**src/rtl/scan_sequencer_3bit_pkg.sv**
```systemverilog
// Shared types and step rule for the 3-bit scan sequencer.
// The step function holds the up/down wrap rules in one place.
package scan_seq_pkg;

  localparam int CODE_W = 3;
  localparam logic [CODE_W-1:0] CODE_MAX = 3'd7;

  typedef enum logic {IDLE, RUN} state_t;

  typedef struct packed {
    logic [CODE_W-1:0] code;
    logic              wrap;
  } step_t;

  function automatic step_t next_code(input logic [CODE_W-1:0] code,
                                      input logic [CODE_W-1:0] last,
                                      input logic              dir);
    step_t r;
    r.wrap = 1'b0;
    if (dir) begin
      if (code >= last || code == CODE_MAX) begin
        r.code = '0;
        r.wrap = 1'b1;
      end else begin
        r.code = code + 1'b1;
      end
    end else begin
      // codes above last (after a load) re-enter the range at last
      if (code == '0 || code > last) begin
        r.code = last;
        r.wrap = 1'b1;
      end else begin
        r.code = code - 1'b1;
      end
    end
    return r;
  endfunction

endpackage

```
**src/rtl/scan_sequencer_3bit_if.sv**
```systemverilog
// Control and code bus between a scan controller and the sequencer.
interface scan_sequencer_3bit_if #(parameter int DWELL_W = 4) ();
  import scan_seq_pkg::*;

  logic               en;
  logic               dir;
  logic               load;
  logic [CODE_W-1:0]  load_val;
  logic [DWELL_W-1:0] dwell;
  logic [CODE_W-1:0]  last;
  logic               x;
  logic               y;
  logic               z;
  logic               wrap;
  logic               active;

  modport master (
    output en, dir, load, load_val, dwell, last,
    input  x, y, z, wrap, active
  );

  modport slave (
    input  en, dir, load, load_val, dwell, last,
    output x, y, z, wrap, active
  );
endinterface

```
**src/rtl/scan_sequencer_3bit_dwell_timer.sv**
```systemverilog
// Dwell counter: counts held cycles and flags the edge on which the code steps.
module dwell_timer #(
  parameter int DWELL_W = 4
) (
  input  logic               clk,
  input  logic               rst_n,
  input  logic               clr,
  input  logic               run,
  input  logic [DWELL_W-1:0] dwell,
  output logic               step_pulse
);

  logic [DWELL_W-1:0] cnt_q, cnt_d;
  logic               hit;

  always_comb begin
    hit        = (cnt_q == dwell);
    step_pulse = run && hit && !clr;
    cnt_d      = (clr || !run || hit) ? '0 : cnt_q + 1'b1;
  end

  always_ff @(posedge clk or negedge rst_n) begin
    if (!rst_n) cnt_q <= '0;
    else        cnt_q <= cnt_d;
  end

endmodule

```
**src/rtl/scan_sequencer_3bit.sv**
```systemverilog
// Registered 3-bit code sequencer driving decoder selects {x,y,z}, with
// programmable dwell, synchronous load and a one-cycle wrap pulse.
module scan_sequencer_3bit
  import scan_seq_pkg::*;
#(
  parameter int DWELL_W = 4
) (
  input  logic                 clk,
  input  logic                 rst_n,
  scan_sequencer_3bit_if.slave bus
);

  state_t            state_q, state_d;
  logic [CODE_W-1:0] code_q, code_d;
  logic              wrap_q, wrap_d;
  logic              active;
  logic              run;
  logic              step;
  step_t             nxt;

  assign run = (state_q == RUN) && bus.en;

  dwell_timer #(.DWELL_W(DWELL_W)) u_timer (
    .clk        (clk),
    .rst_n      (rst_n),
    .clr        (bus.load),
    .run        (run),
    .dwell      (bus.dwell),
    .step_pulse (step)
  );

  always_ff @(posedge clk or negedge rst_n) begin
    if (!rst_n) state_q <= IDLE;
    else        state_q <= state_d;
  end

  // Both states share the same rule: en alone decides the next state.
  always_comb begin
    state_d = state_q;
    case (state_q)
      IDLE:    if (bus.en)  state_d = RUN;
      RUN:     if (!bus.en) state_d = IDLE;
      default: state_d = IDLE;
    endcase
  end

  always_comb begin
    active = (state_q == RUN);
    nxt    = next_code(code_q, bus.last, bus.dir);
    code_d = code_q;
    wrap_d = 1'b0;
    if (bus.load) begin
      code_d = bus.load_val;
    end else if (step) begin
      code_d = nxt.code;
      wrap_d = nxt.wrap;
    end
  end

  always_ff @(posedge clk or negedge rst_n) begin
    if (!rst_n) begin
      code_q <= '0;
      wrap_q <= 1'b0;
    end else begin
      code_q <= code_d;
      wrap_q <= wrap_d;
    end
  end

  assign bus.x      = code_q[2];
  assign bus.y      = code_q[1];
  assign bus.z      = code_q[0];
  assign bus.wrap   = wrap_q;
  assign bus.active = active;

endmodule

```
**src/flat_wrapper.sv**
```systemverilog
// flat-port wrapper written by rule: the top's interface ports become plain ports
module scan_sequencer_3bit_flat import scan_seq_pkg::*;
#(
  parameter int DWELL_W = 4
)
  (clk, rst_n, bus_en, bus_dir, bus_load, bus_load_val, bus_dwell, bus_last, bus_x, bus_y, bus_z, bus_wrap, bus_active);
  scan_sequencer_3bit_if #(.DWELL_W(DWELL_W)) bus_i ();
  input  logic clk;
  input  logic rst_n;
  input wire logic [$bits(bus_i.en)-1:0] bus_en;
  input wire logic [$bits(bus_i.dir)-1:0] bus_dir;
  input wire logic [$bits(bus_i.load)-1:0] bus_load;
  input wire logic [$bits(bus_i.load_val)-1:0] bus_load_val;
  input wire logic [$bits(bus_i.dwell)-1:0] bus_dwell;
  input wire logic [$bits(bus_i.last)-1:0] bus_last;
  output wire logic [$bits(bus_i.x)-1:0] bus_x;
  output wire logic [$bits(bus_i.y)-1:0] bus_y;
  output wire logic [$bits(bus_i.z)-1:0] bus_z;
  output wire logic [$bits(bus_i.wrap)-1:0] bus_wrap;
  output wire logic [$bits(bus_i.active)-1:0] bus_active;
  assign bus_i.en = bus_en;
  assign bus_i.dir = bus_dir;
  assign bus_i.load = bus_load;
  assign bus_i.load_val = bus_load_val;
  assign bus_i.dwell = bus_dwell;
  assign bus_i.last = bus_last;
  assign bus_x = bus_i.x;
  assign bus_y = bus_i.y;
  assign bus_z = bus_i.z;
  assign bus_wrap = bus_i.wrap;
  assign bus_active = bus_i.active;
  scan_sequencer_3bit #(.DWELL_W(DWELL_W)) u_core (.clk(clk), .rst_n(rst_n), .bus(bus_i));
endmodule
```
**config.mk**
```make
export PLATFORM = sky130hd
export DESIGN_NAME = scan_sequencer_3bit_flat
export DESIGN_NICKNAME = d
export VERILOG_FILES = /design/src/rtl/scan_sequencer_3bit_pkg.sv /design/src/rtl/scan_sequencer_3bit_if.sv /design/src/rtl/scan_sequencer_3bit_dwell_timer.sv /design/src/rtl/scan_sequencer_3bit.sv /design/src/flat_wrapper.sv
export SDC_FILE = /design/constraint.sdc
export NUM_CORES = 1
export LEC_CHECK = 0
export ABC_AREA = 1
export ABC_CLOCK_PERIOD_IN_PS = 3400
export CAP_MARGIN = 10
export CORE_AREA = 2 2 39 41
export CTS_CLUSTER_DIAMETER = 40
export DETAILED_ROUTE_END_ITERATION = 10
export DIE_AREA = 0 0 41 43
export DONT_BUFFER_PORTS = 1
export GPL_TIMING_DRIVEN = 0
export PLACE_DENSITY = 0.71
export SLEW_MARGIN = 20
export SYNTH_ARGS = -nofsm -noshare
export SYNTH_HDL_FRONTEND = slang
export SYNTH_SLANG_ARGS = --single-unit
```
**constraint.sdc**
```tcl
create_clock -name clk -period 3.4 [get_ports clk]
set_input_delay 0.34 -clock clk [delete_from_list [all_inputs] [get_ports clk]]
set_output_delay 0.34 -clock clk [all_outputs]
set_load 0.02 [all_outputs]
```
==> results of run 1 <==
==> layer usage <==
metal	wire length [um]	global-route usage (%)	vias to the layer above
met5	0	0	-
met4	24	10.0	0
met3	67	3.14	3
met2	671	31.6	15
met1	550	18.7	265
li1	-	-	319
==> critical path, cell delays in order, from the launching register on <==
cell and delay (ns):
dfrtp_1 0.51, ha_1 0.39, a21oi_1 0.13, nand2_1 0.09, nand2_2 0.09, nand2_1 0.10, a21oi_1 0.14, nand2_1 0.07
nand2_1 0.05, nand2_1 0.04
==> sequential cells by signal, indices dropped and copies added (netlist names) <==
name                  flops
u_core.u_timer.cnt_q      4
u_core.code_q             3
u_core.bus.active         1
u_core.bus.wrap           1
==> Yosys cell counts, drive strengths merged <==
| cell type | number | share of area (%) |
|---|---|---|
| nor2 | 11 | 6.6 |
| nand2 | 30 | 16 |
| ha | 8 | 14 |
| a21oi | 5 | 3.6 |
| xor2 | 4 | 5.0 |
| xnor2 | 2 | 2.5 |
| nor3 | 1 | 0.71 |
| nand3 | 12 | 9.3 |
| inv | 18 | 9.6 |
| dfrtp | 9 | 32 |
==> worst paths after layout <==
path / startpoint / end / slack (ns) / cells past startpoint
max: u_core.code_q[2] / u_core.code_q[0] / 1.68 / 9
min: bus_en / u_core.bus.active / 0.11 / 0
max reg2reg: u_core.code_q[2] / u_core.code_q[0] / 1.68 / 9
min reg2reg: u_core.u_timer.cnt_q[0] / u_core.u_timer.cnt_q[0] / 0.51 / 1
max in group asynchronous: rst_n / u_core.u_timer.cnt_q[1] / 2.68 / 1
min in group asynchronous: rst_n / u_core.code_q[0] / 0.44 / 1
==> power groups by stage <==
stage / logic (mW) / registers (mW) / clock network, mW
4_1_cts: 0.110 / 0.135 / 0.0853
3_5_place_dp: 0.106 / 0.137 / 0
3_3_place_gp: 0.102 / 0.137 / 0
2_1_floorplan: 0.0868 / 0.134 / 0
5_1_grt: 0.127 / 0.137 / 0.0934
6_report: 0.108 / 0.135 / 0.0817
==> final cells by class <==
type | instances | area (sq um) | area share (%)
Clock buffer | 4 | 26.3 | 3.47
Multi-Input combinational cell | 73 | 409 | 54.0
Inverter | 18 | 67.6 | 8.91
Sequential cell | 9 | 225 | 29.7
Tap cell | 16 | 20.0 | 2.64
Timing Repair Buffer | 1 | 10.0 | 1.32
==> stage by stage <==
| step | total power, mW | std cells | area, sq um |
|---|---|---|---|
| detailed placement | 0.243 | 116 | 722 |
| global route | 0.357 | 121 | 758 |
| finish | 0.324 | 121 | 758 |
| floorplan | 0.221 | 100 | 702 |
| CTS | 0.330 | 121 | 758 |
| global placement | 0.239 | 116 | 722 |
==> cell families after synthesis <==
| family | after synthesis | synth area share [%] |
|---|---|---|
| flip-flops | 9 | 32.1 |
| buffers and inverters | 18 | 9.62 |
| XOR/XNOR | 6 | 7.49 |
| AO/OA/AOI/OAI | 5 | 3.56 |
| AND/OR/NAND/NOR | 54 | 33.0 |
| adder cells (fa/ha/maj) | 8 | 14.3 |
==> flow_summary.yaml, run 1 <==
timing:
  max_freq_mhz: 582
  skew_ns: 0.00138
  timing.final.crit_share_pct: 50.5
  layout_setup_ws_ns: 1.68
  finalSetupTns_ns: 0
  setup_violations: 0
  rsz0062_at_grt: "false"
  max_slew_margin_pct: 73.1
  worstMarginPinSlew_ns: 0.402
  period_needed_ns: 1.72
  drv_slew: 0
  hold_violations: 0
  timing.hold.ws_ns: 0.106
placed_design:
  post-place-ws_ns: 1.67
  dp_hpwl_mm: 1.06
  gp_congestion: 0.728
  io_buffer_count: 0
power_and_ir_drop:
  p_comb_share_pct: 33.2
  pwr_density_cell_nw_per_um2: 428
  power.switching_mw: 0.123
  p_leak_nw: 0.438
  p_clk_share_pct: 25.2
  seqPwrFrac_pct: 41.6
  p_int_mw: 0.202
  peakVddDrop_v: 0.000310
  switching_share_pct: 37.8
detailed_routing:
  wl_per_cell_um: 10.9
  vias: 602
  drtIter0Drc: 2
  wl_mm: 1.32
  ant_nets: 0
  drc: 0
  viasPerCell: 4.98
  dr.pass1.iters: 2
setup_path:
  required_ns: 3.55
  cp-end-kind: "flop"
  worst-endpoint-arrival_ns: 1.87
  worst_setup_path_start_kind: "flop"
  crit_path_max_fanout: 6
  critPathKind: "flop to flop"
global_routing:
  grt_overflow: 0
  track_usage_pct: 18.1
  grt_start_max_net_pins: 11
  grt_pass1_wl_mm: 2.10
  antenna_found_initial: 0
  grt_pass1_vias: 565
clocking:
  clk_pin_slew_ns: 0.06
  clk_latency_ns: 0.26
  numCtsBuffers: 3
  cts-root-buf: "clkbuf_4"
  cts_setup_buffers: 0
  htreeDepth: 1
  cts.sinks: 9
  cts-hold-fix-buffers: 1
  cts-resized-gates: 0
  cts_buffer_depth: 2
  cts_tree: "built"
cells_and_area:
  final_cell_mix: "nand2_1 (29), inv_1 (14), nand3_1 (11)"
  final_common_cell: "nand2_1"
  final_util_pct: 54.8
  diodes: 0
  fillers: 147
  drive_above_1_share_pct: 10.5
  final_nets: 129
  syn2layout_area_growth_pct: 8.02
min_path:
  hp-class: "input pin to flop"
job:
  max_cap_viol_count: 0
floorplan:
  die_height_um: 43
  dieArea_sq_um: 1760
  num_rows: 14
  core_region_area_sq_um: 1380
  die_w_um: 41
  initial_core_util_pct: 50.7
  io_pins: 20
synth:
  synth_nets: 123
  ys_seq_area_share_pct: 32.1
  yosys_warnings: 0
  syn_area_sq_um: 702
  synth-seq-cells: 9
  avgSynthCellArea_sq_um: 7.02
  syn-instance-count: 100
  synthDistinctLibCells: 14
outcome:
  status: "finished clean"
No activity file was read; power rests on OpenSTA's default activity.
==> run 2: changes to the inputs <==
--- a/config.mk
+++ b/config.mk
@@ -6,7 +6,7 @@
 export NUM_CORES = 1
 export LEC_CHECK = 0
 export ABC_AREA = 1
-export ABC_CLOCK_PERIOD_IN_PS = 3400
+export ABC_CLOCK_PERIOD_IN_PS = 1700
 export CAP_MARGIN = 10
 export CORE_AREA = 2 2 39 41
 export CTS_CLUSTER_DIAMETER = 40
==> constraint.sdc (replaced) <==
create_clock -name clk -period 1.7 [get_ports clk]
set_input_delay 0.17 -clock clk [delete_from_list [all_inputs] [get_ports clk]]
set_output_delay 0.17 -clock clk [all_outputs]
set_load 0.02 [all_outputs]
==> run 2 against run 1 <==
Clock-buffer cell count stayed put. Sequential power is 100% higher. First-iteration DRC count rose to 3.0 times the previous value. Power up 110%. Hold slack worse by 0.0081 ns. Largest power group unchanged.
==> flow_summary.yaml, run 2 (synthesized netlist as in run 1, its figures left out) <==
detailed_routing:
  drc: 0
  wl_per_cell_um: 11.2
  drtIter0Drc: 6
  wl_mm: 1.37
  viasPerCell: 5.06
  vias: 622
  dr.pass1.iters: 4
  ant_nets: 0
placed_design:
  gp_congestion: 0.728
  io_buffer_count: 0
  dp_hpwl_mm: 1.06
power_and_ir_drop:
  totalPowerFinal_mw: 0.677
  p_leak_nw: 0.442
  peakVddDrop_v: 0.000620
  pwr_density_cell_nw_per_um2: 841
cells_and_area:
  final_util_pct: 58.1
  multi_input_area_sq_um: 432
  drive_above_1_share_pct: 17.8
  final_cell_mix: "nand2_1 (28), inv_1 (13), nand3_1 (11)"
  largest_register: "u_core.u_timer.cnt_q"
  ff_latch_area_sq_um: 229
  final_common_cell: "nand2_1"
  fillers: 142
  diodes: 0
  final_nets: 131
  syn2layout_area_growth_pct: 14.6
  largest_reg_flops: 4
  largest_registers: "u_core.u_timer.cnt_q: 4 flops, u_core.code_q: 3 flops"
global_routing:
  grt_pass1_wl_mm: 2.16
  grt_start_max_net_pins: 11
  grt_pass1_vias: 573
  antenna_found_initial: 0
  grt_overflow: 0
  track_usage_pct: 18.6
setup_path:
  required_ns: 1.85
  worst-endpoint-arrival_ns: 1.73
  cp-end-kind: "flop"
  crit_path_max_fanout: 6
  critPathKind: "flop to flop"
  worst_setup_path_start_kind: "flop"
clocking:
  cts_tree: "built"
  clk_latency_ns: 0.26
  cts.sinks: 9
  clk_pin_slew_ns: 0.06
  numCtsBuffers: 3
  htreeDepth: 1
  cts_buffer_depth: 2
  cts-root-buf: "clkbuf_4"
  cts_setup_buffers: 0
timing:
  skew_ns: 0.00248
  max_slew_margin_pct: 73.0
  timing.final.crit_share_pct: 92.9
  hold_violations: 0
  setup_violations: 0
  period_needed_ns: 1.58
  max_freq_mhz: 634
  drv_slew: 0
  worstMarginPinSlew_ns: 0.403
min_path:
  hp-class: "input pin to flop"
floorplan:
  num_rows: 14
  die_height_um: 43
  core_region_area_sq_um: 1380
  io_pins: 20
  dieArea_sq_um: 1760
  initial_core_util_pct: 50.7
  die_w_um: 41
outcome:
  status: "finished clean"
job:
  max_cap_viol_count: 0
[run 2: layout make-up]
class,instances,share of cell area (%)
multi-input cells,73,53.7
clock buffers,4,3.27
flip-flops and latches,9,28.5
repair buffers,3,3.73
well taps,16,2.49
inverters,18,8.40
[run 2: routing by layer]
layer / part of all wire (%) / track usage [%] / up-vias
met5: 0 / 0 / -
met4: 1.7 / 10.0 / 0
met3: 4.9 / 3.14 / 3
met2: 53 / 32.5 / 19
met1: 40 / 19.4 / 278
li1: - / - / 322
[run 2: path summary, 6_finish.rpt]
path,start,endpoint,slack (ns),cells past startpoint
worst max-delay path,u_core.code_q[2],u_core.code_q[1],0.12,10
worst min-delay path,bus_load,u_core.code_q[0],0.1,4
worst max register to register,u_core.code_q[2],u_core.code_q[1],0.12,10
worst min register to register,u_core.u_timer.cnt_q[0],u_core.u_timer.cnt_q[0],0.51,1
max in group asynchronous,rst_n,u_core.code_q[1],1.12,1
min in group asynchronous,rst_n,u_core.u_timer.cnt_q[0],0.27,1
[run 2: timing repair]
item	in CTS	in global routing
pin swaps	0	2
hold buffers	3	0
hold endpoints to repair	11	0
gates resized for setup	2	6
endpoints found under the setup margin	3	3
[run 2: where the power goes]
| part | switching, mW | internal [mW] |
|---|---|---|
| registers | 0.0437 | 0.232 |
| logic | 0.140 | 0.0979 |
| clock network | 0.0727 | 0.0903 |
[run 2: metrics by stage]
step	std cells	cell area [sq um]	hold WS [ns]	TNS, ns	setup WS (ns)
global route	123	805	0.122	-0.00436	-0.00436
CTS	123	781	0.0954	0	0.0383
floorplan	100	702	-0.126	0	0.136
detailed placement	116	722	-0.125	-0.0364	-0.0281
finish	123	805	0.0983	0	0.121
global placement	116	722	-0.125	0	0.00938
[run 2: critical path, stage by stage (launching register included)]
cell,delay (ns)
dfrtp_2,0.50
ha_4,0.31
nand3_1,0.07
nand2_1,0.10
nand2_2,0.09
nand2_2,0.09
nand2_1,0.06
nand3_1,0.07
nand2_1,0.05
nand2_1,0.06
nand2_1,0.05
==> run 3: changes to the inputs <==
--- a/config.mk
+++ b/config.mk
@@ -6,7 +6,7 @@
 export NUM_CORES = 1
 export LEC_CHECK = 0
 export ABC_AREA = 1
-export ABC_CLOCK_PERIOD_IN_PS = 1700
+export ABC_CLOCK_PERIOD_IN_PS = 1900
 export CAP_MARGIN = 10
 export CORE_AREA = 2 2 39 41
 export CTS_CLUSTER_DIAMETER = 40
@@ -14,6 +14,7 @@
 export DIE_AREA = 0 0 41 43
 export DONT_BUFFER_PORTS = 1
 export GPL_TIMING_DRIVEN = 0
+export MAX_ROUTING_LAYER = met4
 export PLACE_DENSITY = 0.71
 export SLEW_MARGIN = 20
 export SYNTH_ARGS = -nofsm -noshare
==> constraint.sdc (replaced) <==
create_clock -name clk -period 1.9 [get_ports clk]
set_input_delay 0.19 -clock clk [delete_from_list [all_inputs] [get_ports clk]]
set_output_delay 0.19 -clock clk [all_outputs]
set_load 0.02 [all_outputs]
==> run 3 against run 2 <==
Final cell count stayed put. Clock skew is 0.0013 ns lower. Fmax shrank 8.1%. Via count is 2.3% lower. Highest routed layer unchanged. Largest power group unchanged. Largest cell class unchanged. Utilization down 1.8 points. Die area is the same.
==> flow_summary.yaml, run 3 (synthesized netlist as in run 1, its figures left out) <==
power_and_ir_drop:
  seqPwrFrac_pct: 41.5
  switching_share_pct: 37.6
  totalPowerFinal_mw: 0.584
  peakVddDrop_v: 0.000556
  p_comb_share_pct: 33.6
  power.switching_mw: 0.220
  pwr_density_cell_nw_per_um2: 750
  p_int_mw: 0.364
  p_clk_share_pct: 24.9
  p_leak_nw: 0.445
cells_and_area:
  fillers: 144
  drive_above_1_share_pct: 11.2
  syn2layout_area_growth_pct: 11.1
  final_common_cell: "nand2_1"
  diodes: 0
  final_cell_mix: "nand2_1 (29), inv_1 (14), nand3_1 (11)"
  multi_input_area_sq_um: 409
  largest_reg_flops: 4
  ff_latch_area_sq_um: 226
  final_nets: 131
  largest_registers: "u_core.u_timer.cnt_q: 4 flops, u_core.code_q: 3 flops"
  largest_register: "u_core.u_timer.cnt_q"
timing:
  drv_slew: 0
  max_freq_mhz: 582
  rsz0062_at_grt: "false"
  finalSetupTns_ns: 0
  timing.final.crit_share_pct: 90.4
  timing.hold.ws_ns: 0.128
  layout_setup_ws_ns: 0.182
  hold_violations: 0
  setup_violations: 0
  period_needed_ns: 1.72
  skew_ns: 0.00114
  worstMarginPinSlew_ns: 0.401
  max_slew_margin_pct: 73.2
clocking:
  cts_tree: "built"
  htreeDepth: 1
  cts-root-buf: "clkbuf_4"
  cts.sinks: 9
  clk_latency_ns: 0.26
  cts_buffer_depth: 2
  numCtsBuffers: 3
  clk_pin_slew_ns: 0.06
global_routing:
  antenna_found_initial: 0
  grt_overflow: 0
  track_usage_pct: 19.1
  grt_start_max_net_pins: 11
  grt_pass1_wl_mm: 2.16
  grt_pass1_vias: 572
detailed_routing:
  wl_mm: 1.35
  wl_per_cell_um: 10.9
  drc: 0
  dr.pass1.iters: 2
  vias: 608
  drtIter0Drc: 2
  viasPerCell: 4.94
  ant_nets: 0
setup_path:
  crit_path_max_fanout: 4
  cp-end-kind: "flop"
  worst-endpoint-arrival_ns: 1.87
  required_ns: 2.05
  critPathKind: "flop to flop"
  worst_setup_path_start_kind: "flop"
job:
  max_cap_viol_count: 0
floorplan:
  dieArea_sq_um: 1760
  die_w_um: 41
  io_pins: 20
  core_region_area_sq_um: 1380
  initial_core_util_pct: 50.7
  die_height_um: 43
  num_rows: 14
outcome:
  status: "finished clean"
placed_design:
  post-place-ws_ns: 0.172
  dp_hpwl_mm: 1.06
  gp_congestion: 0.737
  io_buffer_count: 0
min_path:
  hp-class: "input pin to flop"
-- run 3: cell count changes in the layout (fill, tap and decap cells not counted) --
| cell | delta |
|---|---|
| a21oi_1 | +2 |
| a21oi_2 | -2 |
| dfrtp_2 | -2 |
| inv_1 | +1 |
| dfrtp_1 | +2 |
| inv_2 | -1 |
| nand2_2 | -1 |
| ha_4 | -1 |
| ha_1 | +1 |
| nand2_1 | +1 |
-- run 3: repair_timing --
| action | 4_1_cts | 5_1_grt |
|---|---|---|
| endpoints found under the setup margin | 0 | 1 |
| setup buffers | 0 | 0 |
| hold buffers | 3 | 0 |
| hold endpoints to repair | 11 | 0 |
| resized for setup | 0 | 1 |
-- run 3: final timing paths --
kind                       slack [ns]  cells after the start                      end               startpoint
setup / recovery                 0.18                     10         u_core.code_q[1]         u_core.code_q[0]
hold / removal                   0.13                      4         u_core.code_q[0]                 bus_load
setup reg to reg                 0.18                     10         u_core.code_q[1]         u_core.code_q[0]
hold reg to reg                  0.51                      1  u_core.u_timer.cnt_q[0]  u_core.u_timer.cnt_q[0]
max in group asynchronous        1.30                      1         u_core.code_q[2]                    rst_n
min in group asynchronous        0.29                      1         u_core.code_q[0]                    rst_n
-- run 3: area by class of cell --
class | count | share of cell area, %
tap | 16 | 2.57
clock buffer | 4 | 3.37
inverter | 18 | 8.67
timing repair buffer | 3 | 3.85
multi-input combinational | 73 | 52.5
sequential | 9 | 29.1
-- run 3: power by group through the flow --
| stage | combinational (mW) | sequential, mW | clock (mW) |
|---|---|---|---|
| 6_report | 0.196 | 0.242 | 0.146 |
| 5_1_grt | 0.231 | 0.245 | 0.167 |
| 4_1_cts | 0.199 | 0.242 | 0.153 |
| 3_5_place_dp | 0.190 | 0.245 | 0 |
| 3_3_place_gp | 0.182 | 0.245 | 0 |
| 2_1_floorplan | 0.155 | 0.240 | 0 |
-- run 3: worst max-delay path: stages, from the launching register on --
cell and delay (ns):
dfrtp_1 0.50, inv_1 0.15, ha_1 0.32, nand3_1 0.13, nand2_2 0.09, nand2_1 0.11, nand2_1 0.07, nand3_1 0.07
nand2_1 0.05, nand2_1 0.06, nand2_1 0.05
-- run 3: stage by stage --
stage / instance area (sq um) / cells / util, %
floorplan: 702 / 100 / -
global placement: 722 / 116 / 52.2
detailed placement: 722 / 116 / 52.2
CTS: 778 / 123 / 56.2
global route: 779 / 123 / 56.3
finish: 779 / 123 / 56.3
-- run 3: per-layer routing --
| layer | vias to the layer above | global-route usage [%] | part of all wire [%] |
|---|---|---|---|
| met5 | - | - | 0 |
| met4 | 0 | 10.0 | 2.2 |
| met3 | 5 | 3.14 | 5.0 |
| met2 | 15 | 32.5 | 51 |
| met1 | 266 | 19.4 | 41 |
| li1 | 322 | - | - |
